File: src/rtl/rr_lock_arbiter.sv
// Round-robin arbiter that locks the shared resource to one requester until it
// finishes, withdraws, or exceeds the hold limit; priority rotates after every release.
module rr_lock_arbiter #(
    parameter int NUM_REQ  = 4,
    parameter int IDW      = $clog2(NUM_REQ),
    parameter int MAX_HOLD = 8
) (
    input  logic               clock,
    input  logic               reset,
    input  logic [NUM_REQ-1:0] req,
    input  logic               done,
    input  logic               en,
    output logic [NUM_REQ-1:0] gnt,
    output logic               busy,
    output logic [IDW-1:0]     owner_id,
    output logic               timeout
);

    localparam int HCW = (MAX_HOLD > 2) ? $clog2(MAX_HOLD) : 1;
    localparam logic [HCW-1:0] HOLD_LAST = HCW'(MAX_HOLD - 1);

    typedef enum logic [0:0] {
        ST_IDLE  = 1'b0,
        ST_OWNED = 1'b1
    } state_t;

    state_t             state_r, state_s;
    logic [IDW-1:0]     ptr_r, ptr_s;
    logic [HCW-1:0]     hold_r, hold_s;
    logic [NUM_REQ-1:0] gnt_r, gnt_s;
    logic               busy_r, busy_s;
    logic [IDW-1:0]     owner_r, owner_s;
    logic               timeout_r, timeout_s;

    logic [IDW-1:0]     sel_s;
    logic [IDW-1:0]     idx_s;
    logic               found_s;

    // Rotating priority search: first asserted request at or after the pointer
    always_comb begin
        sel_s   = '0;
        idx_s   = '0;
        found_s = 1'b0;
        for (int i = 0; i < NUM_REQ; i++) begin
            idx_s = ptr_r + IDW'(i);
            if (!found_s && req[idx_s]) begin
                found_s = 1'b1;
                sel_s   = idx_s;
            end else begin
                found_s = found_s;
            end
        end
    end

    // Next-state and next-output logic; every release leaves at least one idle cycle
    always_comb begin
        state_s   = state_r;
        ptr_s     = ptr_r;
        hold_s    = hold_r;
        gnt_s     = gnt_r;
        busy_s    = busy_r;
        owner_s   = owner_r;
        timeout_s = 1'b0;
        case (state_r)
            ST_IDLE: begin
                if (en && found_s) begin
                    state_s = ST_OWNED;
                    gnt_s   = NUM_REQ'(1) << sel_s;
                    owner_s = sel_s;
                    busy_s  = 1'b1;
                    hold_s  = '0;
                end else begin
                    gnt_s   = '0;
                    owner_s = '0;
                    busy_s  = 1'b0;
                end
            end
            ST_OWNED: begin
                if (done || !req[owner_r] || (hold_r == HOLD_LAST)) begin
                    state_s   = ST_IDLE;
                    gnt_s     = '0;
                    busy_s    = 1'b0;
                    owner_s   = '0;
                    hold_s    = '0;
                    ptr_s     = owner_r + IDW'(1);
                    // Done or withdrawal at the threshold still counts as a normal release
                    timeout_s = !done && req[owner_r];
                end else begin
                    hold_s = hold_r + HCW'(1);
                end
            end
            default: begin
                state_s = ST_IDLE;
                gnt_s   = '0;
                busy_s  = 1'b0;
                owner_s = '0;
                hold_s  = '0;
            end
        endcase
    end

    // State and output registers; async reset drops the grant immediately
    always_ff @(posedge clock or posedge reset) begin
        if (reset) begin
            state_r   <= ST_IDLE;
            ptr_r     <= '0;
            hold_r    <= '0;
            gnt_r     <= '0;
            busy_r    <= 1'b0;
            owner_r   <= '0;
            timeout_r <= 1'b0;
        end else begin
            state_r   <= state_s;
            ptr_r     <= ptr_s;
            hold_r    <= hold_s;
            gnt_r     <= gnt_s;
            busy_r    <= busy_s;
            owner_r   <= owner_s;
            timeout_r <= timeout_s;
        end
    end

    assign gnt      = gnt_r;
    assign busy     = busy_r;
    assign owner_id = owner_r;
    assign timeout  = timeout_r;

endmodule

File: config.mk
export PLATFORM = sky130hd
export DESIGN_NAME = rr_lock_arbiter
export DESIGN_NICKNAME = d
export VERILOG_FILES = /design/src/rtl/rr_lock_arbiter.sv
export SDC_FILE = /design/constraint.sdc
export NUM_CORES = 1
export LEC_CHECK = 0
export BUFFER_PORTS_ARGS = -buffer_cell sky130_fd_sc_hd__buf_2
export CORE_UTILIZATION = 49
export DETAILED_ROUTE_END_ITERATION = 10
export PLACE_DENSITY = 0.7
export SETUP_SLACK_MARGIN = 0.02
export SLEW_MARGIN = 10
export SYNTH_ARGS = -nofsm -noshare
export SYNTH_HDL_FRONTEND = slang
export SYNTH_SLANG_ARGS = --single-unit
File: constraint.sdc
create_clock -name clock -period 4.4 [get_ports clock]
set_input_delay 0.66 -clock clock [delete_from_list [all_inputs] [get_ports clock]]
set_output_delay 0.66 -clock clock [all_outputs]
set_load 0.01 [all_outputs]
**Yosys cells after proc, flatten, opt, wreduce, memory -nomap -nowiden**

Index checks and enable logic that the tools add are counted.

- Memories kept: 0
- Memory bits (writable): 0
- Memory bits (read-only): 0
- Word-level logic and storage cells: 69
- Flip-flop bits (word level): 14
- Input bits: 8
- Bits in latches: 0

- $add $sub $neg: 5
- Reduce and logical (&&, ||, !) cells: 13
- Shift operators: 1
- Multiply operators: 0
- Equality and inequality tests: 3
- Order comparisons: 5
- Multiplexer cells: 34
- Bitwise logic cells: 1
- Divide/modulo/power cells: 0

Operators by type and width:

| kind | count |
|---|---|
| < comparator 2 x 3 -> 1 bit (second input constant) | 5 |
| 2-to-1 mux 1 bit | 14 |
| 2-to-1 mux 2 bit | 6 |
| binary-select mux 1 bit (select 2 bit) | 5 |
| 2-to-1 mux 4 bit | 2 |
| one-hot mux 4 bit (2 select lines) | 1 |
| 2-to-1 mux 3 bit | 2 |
| one-hot mux 3 bit (2 select lines) | 1 |
| logical AND 1 bit | 5 |
| zero test 1 bit | 5 |
| adder 2 x 1 -> 2 bit (second input constant) | 2 |
| adder 2 bit (second input constant) | 2 |
| one-hot mux 1 bit (2 select lines) | 2 |
| one-hot mux 2 bit (2 select lines) | 1 |
| << shifter 1 x 2 -> 4 bit (first input constant) | 1 |
| adder 3 x 1 -> 3 bit (second input constant) | 1 |
| == test 3 bit (second input constant) | 1 |
| logical OR 1 bit | 2 |
| inequality test 2 x 1 -> 1 bit (second input constant) | 1 |
| inequality test 2 bit (second input constant) | 1 |
| AND reduction 2 bit | 1 |
| inverter 1 bit | 1 |

**Depth between registers and ports, before layout**

Gate-level depths: netlist of run 1.

- Depth in word-level cells: 15
- Gate-level depth with buffers: 7
- Depth with buffers taken out: 6

**Worst setup path after synthesis of run 1**

OpenSTA, ideal clock, no wires.

- Path kind: register to register
- From: register hold_r[0]
- To: register ptr_r[1]
- Stages on the path, launching flop included: 7
- Arrival time: 1.778 ns
- Period minus slack after synthesis: 1.902 ns
- Path buffers: 0
- Setup slack: 2.498 ns
- Library setup time: 0.125 ns
- Path through: dfrtp_1 ha_1 ha_1 or3b_1 o22a_1 nand2_1 mux2_2

- Word-level cells in the longest chain between the ends: 3

RTL lines:

| element | RTL line | source |
|---|---|---|
| start, declared | 29 | `logic [HCW-1:0] hold_r, hold_s;` |
| start signal, assigned | 115 | `hold_r <= hold_s;` |
| == test 3 bit | 79 | `if (done \|\| !req[owner_r] \|\| (hold_r == HOLD_LAST)) begin` |
| logical OR 1 bit | 79 |  |
| AND reduction 2 bit (no source line) | n/a |  |
| end signal, assigned | 114 | `ptr_r <= ptr_s;` |
| end, declared | 28 | `logic [IDW-1:0] ptr_r, ptr_s;` |

No other way between the ends.
A chain may end at the register's enable or synchronous reset.

**Worst setup path in the final report of run 1**

Ends and elaborated chain as after synthesis.

==> summary.txt, run 1 <==
Setup path
  – Worst path arrival time: approximately 2.2 ns
  – Buffers & Inverters on Critical Path: 0
  – Worst path required time: ~4.6 ns
  – CP peak stage delay: about 0.38 ns
  – CP Capture Type: flop
  – Crit path max fanout: 3
  – CP Class: reg -> reg
  – Critical-path cell list: ha_1 -> ha_1 -> or3b_1 -> o22a_1 -> nand2_1 -> mux2_2
  – CP Launch Type: flop
  – Most used cell, CP: ha_1
  – Crit-path slowest cell: dfrtp_1
  – Crit path max-delay family: simple AND/OR/NAND/NOR gates

Synthesis
  – Post-synth EDFFs: 0
  – Post-synth top flop: dfrtp_1
  – Yosys warns: 0
  – Area share of fa/ha/maj cells after synthesis: 3.47%
  – Synth cell types: 30
  – Post-synthesis cell area: ~720 um2
  – Sequential fraction of the synthesis area: between 40% and 50%
  – Synth Area in Compound Gates: between 20% and 30%
  – Post-synth ARST share: between 90% and 100%
  – Post-Syn Nets: 73
  – Simple-Gate Fraction of Synth Area: about 14%
  – Xor and xnor area share after synthesis: 1.21%
  – Gate Count Post-Synth: 63
  – Mux share of post-synthesis cell area: just under 9%
  – Largest family of logic cells by synthesized area: compound AO/OA/AOI/OAI gates
  – Mapped Avg Cell Area: roughly 11 um2
  – Synthesized flop and latch total: 14

Global route
  – Largest net degree at the start of global routing: 15
  – All-layer global routing usage: between 10% and 20%
  – Initial antenna violation count: 0
  – Vias in the first global route: between 500 and 600
  – Wire length of the first global-routing pass: slightly above 2000 um
  – Total gr overflow: 0

Die
  – Area of the core: about 0.0013 mm2
  – Die span in x: 40.4 um
  – Row cnt: 13
  – Ports: 16
  – Die Y: 40.4 um
  – Die Footprint: around 0.0016 mm2
  – Initial Utilization: between 50% and 60%

STA
  – Final hold vios: 0
  – Part of the cycle the worst path needs: 45.4%
  – Fin Setup TNS: 0 ns
  – Worst-margin pin slew: ~0.49 ns
  – RSZ-0062 raised after global routing: false
  – Final Critical Period: 2.00 ns
  – Worst slew margin: roughly 67%
  – Slew Limit Fails: 0
  – Max Clk Rate: about 0.5 GHz
  – Final number of setup-violating endpoints: 0
  – Layout Skew: 0.00785 ns

Layout
  – Net count, final: between 90 and 100
  – Antenna Cells: 0
  – Layout area overhead: 14.6%
  – Footprint of the multi-input gates: roughly 350 um2
  – Utilization after layout: around 62%
  – Share of post-route cells with drive strength above 1: between 20% and 30%
  – # fillers: between 100 and 150
  – Register area: 350 um2

Clocking
  – Clk sinks: 14
  – CTS root buf: clkbuf_4
  – TritonCTS clock tree: yes
  – Later-pin clock latency in the skew report: about 0.26 ns
  – Post_cts resized: 0
  – CTS H-tree lvls: 1
  – TritonCTS Buffers: 3
  – # Post-CTS Setup Buffers: 0
  – Reg clk slew, reported paths: 0.07 ns
  – Longest Clk Path Bufs: 2
  – CTS Hold Buffers Added: 0

Pwr
  – Pwr dens: 491 mW/mm2
  – Static Leakage: 0.423 nW
  – Total Power: ~0.4 mW
  – Peak VDD IR: roughly 280 uV

Placement
  – Placer Congestion: 0.768
  – Dpl hpwl: a little under 1000 um
  – Port bufs: 15

Hold path
  – Worst min-delay path category: in -> async

Detailed routing
  – ANT nets after route: 0
  – Post-Route WL: between 1000 and 1500 um
  – Vias: approximately 540
  – DRC violations left: 0
  – Routed wire per std cell: approximately 13 um
  – 1st-iter DRT viols: 9
  – Post-DR vias/cell: 5.73
  – Pre-Repair DR Iteration Count: 4

Flow run
  – Max-Cap Viols: 0

Run status
  – Status: complete, no violations
-- sequential cells by signal, indices dropped and copies added, names as in the netlist --
register,count
gnt,4
hold_r,3
owner_id,2
ptr_r,2
busy,1
state_r,1
timeout,1
-- routing by layer --
layer  vias up  GRT usage (%)  wire [um]
li1        276              -          -
met1       253           26.7        591
met2        13           27.4        531
met3         2           5.56         57
met4         0           7.50         10
met5         -              0          0
-- final cells by class --
type                    instances  share of cell area (%)
clock buffers                   3                    2.72
flip-flops and latches         14                    42.4
inverters                       3                    1.36
repair buffers                 15                    9.08
well taps                      15                    2.27
multi-input cells              45                    42.2
-- synth_stat cells, drive strengths merged, types with 2 or more instances --
cell / count / area (um2)
dfrtp: 14 / 350
a22o: 4 / 35.0
a32o: 4 / 40.0
nor2b: 4 / 27.5
a21oi: 3 / 18.8
inv: 3 / 11.3
mux2: 3 / 33.8
mux2i: 3 / 30.0
nand2: 3 / 11.3
nor2: 3 / 11.3
ha: 2 / 25.0
nand2b: 2 / 12.5
-- through the flow --
step	cell area, um2	hold slack [ns]	setup WS, ns	cells
floorplan	722	0.477	2.50	63
global placement	805	0.471	2.43	92
detailed placement	805	0.481	2.37	92
CTS	827	0.417	2.38	95
global route	827	0.438	2.30	95
finish	827	0.402	2.40	95
-- cells by family (layout without fill, tap and decap cells) --
logic type / after synthesis / in the layout
compound gates: 18 / 18
flops: 14 / 14
fa+ha+maj: 2 / 2
mux: 6 / 6
buf+inv: 4 / 21
simple gates: 18 / 18
xor+xnor: 1 / 1
-- placed cells by master (no fill, tap or decap), types with 2 or more instances in the layout --
master and count:
a21oi_1 2, a22o_1 4, a32o_1 4, buf_2 15, clkbuf_4 3, dfrtp_1 14, ha_1 2, inv_1 3
mux2_2 2, mux2i_1 3, nand2_1 3, nand2b_1 2, nor2_1 3, nor2b_1 3
-- power breakdown --
part	switching (mW)	total [mW]	internal (mW)
Clock	0.0329	0.0645	0.0316
Combinational	0.0724	0.145	0.0727
Sequential	0.0347	0.196	0.162
Total	0.140	0.406	0.266
-- path summary, 6_finish.rpt --
| kind | start | endpoint | slack, ns | depth (start not counted) |
|---|---|---|---|---|
| worst max register to register | hold_r[0]$_DFFE_PP0P_ | ptr_r[1]$_DFFE_PP0P_ | 2.40 | 6 |
| min in group clock | gnt[2]$_DFFE_PP0P_ | gnt[2]$_DFFE_PP0P_ | 0.49 | 1 |
| max in group asynchronous | reset | ptr_r[0]$_DFFE_PP0P_ | 3.66 | 2 |
| worst min register to register | gnt[2]$_DFFE_PP0P_ | gnt[2]$_DFFE_PP0P_ | 0.49 | 1 |
| worst min-delay path | reset | hold_r[1]$_DFFE_PP0P_ | 0.40 | 2 |
| worst max-delay path | hold_r[0]$_DFFE_PP0P_ | ptr_r[1]$_DFFE_PP0P_ | 2.40 | 6 |
Power figures use the tool's default switching activity.
==> run 2, diff against run 1 <==
--- a/config.mk
+++ b/config.mk
@@ -5,10 +5,11 @@
 export SDC_FILE = /design/constraint.sdc
 export NUM_CORES = 1
 export LEC_CHECK = 0
+export ABC_AREA = 1
 export BUFFER_PORTS_ARGS = -buffer_cell sky130_fd_sc_hd__buf_2
 export CORE_UTILIZATION = 49
 export DETAILED_ROUTE_END_ITERATION = 10
-export PLACE_DENSITY = 0.7
+export PLACE_DENSITY = 0.68
 export SETUP_SLACK_MARGIN = 0.02
 export SLEW_MARGIN = 10
 export SYNTH_ARGS = -nofsm -noshare
==> constraint.sdc (replaced) <==
create_clock -name clock -period 2 [get_ports clock]
set_input_delay 0.3 -clock clock [delete_from_list [all_inputs] [get_ports clock]]
set_output_delay 0.3 -clock clock [all_outputs]
set_load 0.01 [all_outputs]
==> summary.txt, run 2 <==
Run status
  – Status: complete, no violations

Synthesis
  – Yosys warns: 0
  – Post-synth ARST share: 100%
  – Post-synth top flop: dfrtp_1
  – Leading cell types by count after synthesis: nand2_1 (56), dfrtp_1 (14), inv_1 (13)
  – Synth area leaders: dfrtp_1 (37%), nand2_1 (22%), nand2_2 (5.3%), nand3_1 (5.3%), inv_1 (5.1%)
  – Gate Count Post-Synth: 133
  – Post-synth top area share: around 37%
  – Most common cell in the netlist: nand2_1
  – Post-Syn Nets: approximately 140
  – Post-synth EDFFs: 0
  – Post-synthesis cell area: about 950 um2
  – Mapped Avg Cell Area: roughly 7.1 um2
  – Synthesized flop and latch total: 14
  – Area leader, netlist: dfrtp_1
  – Synth cell types: 21
  – Sequential fraction of the synthesis area: approximately 37%

Global route
  – Vias in the first global route: a little under 700
  – Total gr overflow: 0
  – Largest net degree at the start of global routing: 15
  – All-layer global routing usage: approximately 20%
  – Initial antenna violation count: 0
  – Wire length of the first global-routing pass: 2840 um

Layout
  – Antenna Cells: 0
  – Share of post-route cells with drive strength above 1: around 28%
  – Largest register FFs: 4
  – Most frequent cells in the layout: nand2_1 (56), buf_2 (15), dfrtp_1 (14)
  – Most common cell after layout, fill and taps aside: nand2_1
  – Net count, final: 162
  – Layout area overhead: 13.8%

Clocking
  – Longest Clk Path Bufs: 2
  – Later-pin clock latency in the skew report: around 0.28 ns
  – TritonCTS clock tree: yes
  – Reg clk slew, reported paths: approximately 0.090 ns
  – # Post-CTS Setup Buffers: 0
  – CTS root buf: clkbuf_4
  – CTS H-tree lvls: 1
  – Clk sinks: 14
  – TritonCTS Buffers: 3
  – Post_cts resized: 0
  – CTS Hold Buffers Added: 0

Setup path
  – CP Capture Type: flop
  – Reg2reg setup slack: 0.33 ns
  – CP Class: reg -> reg
  – Worst path arrival time: ~1.8 ns
  – CP Launch Type: flop
  – Critical-path cell list: inv_2 -> nand2_1 -> nand3_1 -> nand2_2 -> inv_2 -> nand2_1 -> nand2_1 -> nand2_1 -> nand3_2 -> nand3_1 -> nand2_1
  – Crit-path slowest cell: dfrtp_1
  – Worst path required time: 2.17 ns
  – Crit path max fanout: 11
  – Crit path max-delay family: simple AND/OR/NAND/NOR gates
  – Most used cell, CP: nand2_1
  – CP peak stage delay: about 0.56 ns
  – Buffers & Inverters on Critical Path: 2

Die
  – Area of the core: 0.00176 mm2
  – Initial Utilization: between 50% and 60%
  – Die Y: about 46 um
  – Die span in x: about 46 um
  – Die Footprint: 0.00212 mm2
  – Row cnt: 15
  – Ports: 16

STA
  – Slew Limit Fails: 0
  – Layout Skew: 0.00747 ns
  – Max Clk Rate: roughly 0.6 GHz
  – Final hold vios: 0
  – Worst-margin pin slew: around 0.54 ns
  – Part of the cycle the worst path needs: between 80% and 90%
  – RSZ-0062 raised after global routing: false
  – Fin Setup TNS: 0 ns
  – Final Critical Period: around 1.7 ns
  – Final number of setup-violating endpoints: 0
  – Worst slew margin: 63.9%

Pwr
  – Pwr dens: 1480 mW/mm2
  – Static Leakage: approximately 0.63 nW
  – Total Power: 1.60 mW
  – Peak VDD IR: about 750 uV

Detailed routing
  – Uppermost layer routed: met4
  – Post-DR vias/cell: between 4 and 5
  – Post-Route WL: around 1900 um
  – Met1 wire length: a little over 900 um
  – Met3 wire len: ~80 um
  – Wire length on met2: around 850 um
  – Vias: about 850
  – Pre-Repair DR Iteration Count: 4
  – Routed wire per std cell: roughly 11 um
  – DRC violations left: 0
  – 1st-iter DRT viols: 17
  – ANT nets after route: 0

Placement
  – Dpl hpwl: around 1500 um
  – Placer Congestion: approximately 0.90
  – Port bufs: 15

Hold path
  – Worst min-delay path category: in -> async

Flow run
  – Max-Cap Viols: 0
## run 2: stage by stage
stage          hold slack, ns  util (%)  worst slack [ns]  cells  cell area, um2
2_1_floorplan           0.189         -             0.640    133             951
3_3_place_gp            0.354      59.3             0.409    172            1050
3_5_place_dp            0.378      59.3             0.346    172            1050
4_1_cts                0.0615      61.3             0.328    176            1080
5_1_grt                0.0986      61.3             0.153    176            1080
6_report               0.0462      61.3             0.333    176            1080
## run 2: routing by layer
layer	vias to the layer above	GRT usage, %
met1	373	25.1
met3	4	3.53
li1	446	-
met2	25	32.4
met5	-	0
met4	0	8.82
## run 2: cells by family (layout without fill, tap and decap cells)
family,Yosys count,count (layout),synth area share [%]
buf+inv,18,36,7.89
flops,14,14,36.8
simple gates,89,89,45.4
compound gates,10,10,7.24
fa+ha+maj,2,2,2.63
## run 2: path summary, 6_finish.rpt
path	start	cells after the start	endpoint
setup / recovery	ptr_r[0]$_DFFE_PP0P_	11	gnt[2]$_DFFE_PP0P_
hold / removal	reset	2	owner_id[0]$_DFFE_PP0P_
setup reg to reg	ptr_r[0]$_DFFE_PP0P_	11	gnt[2]$_DFFE_PP0P_
hold reg to reg	gnt[0]$_DFFE_PP0P_	2	gnt[0]$_DFFE_PP0P_
max in group asynchronous	reset	2	gnt[1]$_DFFE_PP0P_
min in group clock	done	4	timeout$_DFF_PP0_
## run 2: layout make-up
cell class	instances	area, um2
Multi-Input combinational cell	101	526
Tap cell	25	31.3
Inverter	17	63.8
Timing Repair Buffer	15	75.1
Sequential cell	14	350
Clock buffer	4	36.3
Fill cell	191	682
## run 2: worst reg2reg max path: stages, from the launching register on
cell	delay [ns]
dfrtp_1	0.56
inv_2	0.16
nand2_1	0.12
nand3_1	0.10
nand2_2	0.13
inv_2	0.06
nand2_1	0.05
nand2_1	0.04
nand2_1	0.07
nand3_2	0.10
nand3_1	0.11
nand2_1	0.05
## run 2: where the power goes
group / total (mW) / internal [mW] / switching, mW
registers: 0.482 / 0.369 / 0.112
logic: 0.912 / 0.315 / 0.597
clock network: 0.204 / 0.111 / 0.0927
total: 1.60 / 0.795 / 0.802
==> run 3, diff against run 2 <==
--- a/config.mk
+++ b/config.mk
@@ -5,11 +5,11 @@
 export SDC_FILE = /design/constraint.sdc
 export NUM_CORES = 1
 export LEC_CHECK = 0
-export ABC_AREA = 1
+export ABC_AREA = 0
 export BUFFER_PORTS_ARGS = -buffer_cell sky130_fd_sc_hd__buf_2
 export CORE_UTILIZATION = 49
 export DETAILED_ROUTE_END_ITERATION = 10
-export PLACE_DENSITY = 0.68
+export PLACE_DENSITY = 0.7
 export SETUP_SLACK_MARGIN = 0.02
 export SLEW_MARGIN = 10
 export SYNTH_ARGS = -nofsm -noshare
==> constraint.sdc (replaced) <==
create_clock -name clock -period 1.6 [get_ports clock]
set_input_delay 0.24 -clock clock [delete_from_list [all_inputs] [get_ports clock]]
set_output_delay 0.24 -clock clock [all_outputs]
set_load 0.01 [all_outputs]
==> summary.txt, run 3 (same netlist as run 1, synthesis figures left out) <==
Run status
  – Status: complete, but fails checks
  – Failing checks: setup timing

Clocking
  – CTS root buf: clkbuf_4
  – Later-pin clock latency in the skew report: about 0.29 ns
  – Longest Clk Path Bufs: 2
  – TritonCTS Buffers: 3
  – CTS H-tree lvls: 1
  – Reg clk slew, reported paths: roughly 0.09 ns
  – Clk sinks: 14
  – # Post-CTS Setup Buffers: 0
  – TritonCTS clock tree: yes

Setup path
  – CP Class: reg -> reg
  – Worst path required time: 1.79 ns
  – Crit path max fanout: 3
  – Worst path arrival time: between 2 and 2.5 ns
  – CP Capture Type: flop
  – CP Launch Type: flop

Placement
  – Placer Congestion: 0.690
  – Port bufs: 15
  – Dpl hpwl: approximately 1100 um
  – Setup WS pre-CTS: -0.304 ns

Layout
  – Most frequent cells in the layout: buf_2 (15), dfrtp_1 (14), buf_4 (5)
  – Register area: approximately 350 um2
  – Footprint of the multi-input gates: ~380 um2
  – Antenna Cells: 0
  – Utilization after layout: between 70% and 80%
  – Share of post-route cells with drive strength above 1: around 39%
  – Most common cell after layout, fill and taps aside: buf_2
  – # fillers: just under 100
  – Net count, final: 100
  – Layout area overhead: 31.0%
  – Largest register FFs: 4

Detailed routing
  – Vias: 600
  – Post-DR vias/cell: roughly 5.8
  – Pre-Repair DR Iteration Count: 4
  – ANT nets after route: 0
  – 1st-iter DRT viols: 23
  – Routed wire per std cell: roughly 15 um
  – DRC violations left: 0
  – Post-Route WL: between 1500 and 2000 um

Flow run
  – Max-Cap Viols: 0

STA
  – RSZ-0062 raised after global routing: true
  – Final Critical Period: between 1.5 and 2 ns
  – Slew Limit Fails: 0
  – Max Clk Rate: about 0.54 GHz
  – Worst slew margin: 63.8%
  – Final number of setup-violating endpoints: 12
  – Layout Skew: between 0.0006 and 0.0007 ns
  – Part of the cycle the worst path needs: 116%
  – Worst-margin pin slew: 0.542 ns
  – Post-route setup slack: -0.262 ns
  – Final hold vios: 0

Die
  – Row cnt: 13
  – Initial Utilization: 54.1%
  – Die Y: 40.4 um
  – Area of the core: 0.00133 mm2
  – Die Footprint: approximately 0.0016 mm2
  – Die span in x: between 40 and 50 um
  – Ports: 16

Pwr
  – Pwr dens: between 1000 and 1500 mW/mm2
  – Peak VDD IR: 771 uV
  – Static Leakage: 0.473 nW

Global route
  – Total gr overflow: 0
  – Wire length of the first global-routing pass: 2230 um
  – Largest net degree at the start of global routing: 15
  – Initial antenna violation count: 0
  – Vias in the first global route: between 500 and 600
  – All-layer global routing usage: between 20% and 30%

Hold path
  – Worst min-delay path category: in -> reg
-- run 3: changes by cell type in the layout (fill, tap and decap cells not counted), sizes merged, moves of 7 or more --
cell   previous run  this run
inv              17         3
nor2             10         3
buf              15        22
nand3            14         1
nand2            65         3
-- run 3: worst max-delay path, stage by stage, from the launching register on --
cell and delay, ns:
dfrtp_1 0.40, ha_2 0.20, ha_4 0.15, or3b_4 0.36, o22a_1 0.25, nand2_2 0.10, mux2_4 0.30
-- run 3: what timing repair did --
item / 4_1_cts / 5_1_grt
resized for setup: 3 / 3
pin swaps: 3 / 0
hold buffers: 1 / 0
endpoints found under the hold margin: 14 / 0
endpoints found under the setup margin: 12 / 12
-- run 3: stage by stage --
step / cell area, um2 / TNS, ns / cells / hold slack [ns] / power, mW
2_1_floorplan: 733 / -1.67 / 63 / 0.129 / 0.863
3_3_place_gp: 868 / -2.49 / 99 / 0.304 / 1.04
3_5_place_dp: 868 / -2.73 / 99 / 0.306 / 1.06
4_1_cts: 932 / -2.37 / 104 / 0.125 / 1.34
5_1_grt: 946 / -3.45 / 104 / 0.133 / 1.45
6_report: 946 / -2.44 / 104 / 0.129 / 1.36
-- run 3: path summary, 6_finish.rpt --
check,slack (ns),cells past startpoint,to,startpoint
worst max-delay path,-0.26,6,ptr_r[1]$_DFFE_PP0P_,hold_r[1]$_DFFE_PP0P_
worst min-delay path,0.13,2,timeout$_DFF_PP0_,done
worst max register to register,-0.26,6,ptr_r[1]$_DFFE_PP0P_,hold_r[1]$_DFFE_PP0P_
worst min register to register,0.50,1,gnt[0]$_DFFE_PP0P_,gnt[0]$_DFFE_PP0P_
max in group asynchronous,0.72,3,owner_id[0]$_DFFE_PP0P_,reset
min in group asynchronous,0.53,3,hold_r[1]$_DFFE_PP0P_,reset
-- run 3: power breakdown --
part | leakage [nW] | internal, mW | total (mW) | switching [mW]
Sequential | 0.184 | 0.444 | 0.548 | 0.104
Combinational | 0.268 | 0.301 | 0.548 | 0.246
Clock | 0.0210 | 0.139 | 0.267 | 0.128
-- run 3: metal layers --
metal  part of all wire, %  vias to the layer above  track usage (%)
met3                   4.1                        2             5.00
met2                    48                       21             32.1
met1                    48                      287             29.1
met4                  0.52                        0             10.0
met5                     0                        -                0
li1                      -                      290                -
-- run 3: cell type report --
type,count,share of cell area [%]
multi-input combinational,45,40.6
timing repair buffer,23,15.3
tap,15,1.98
clock buffer,4,3.84
sequential,14,37.0
inverter,3,1.19
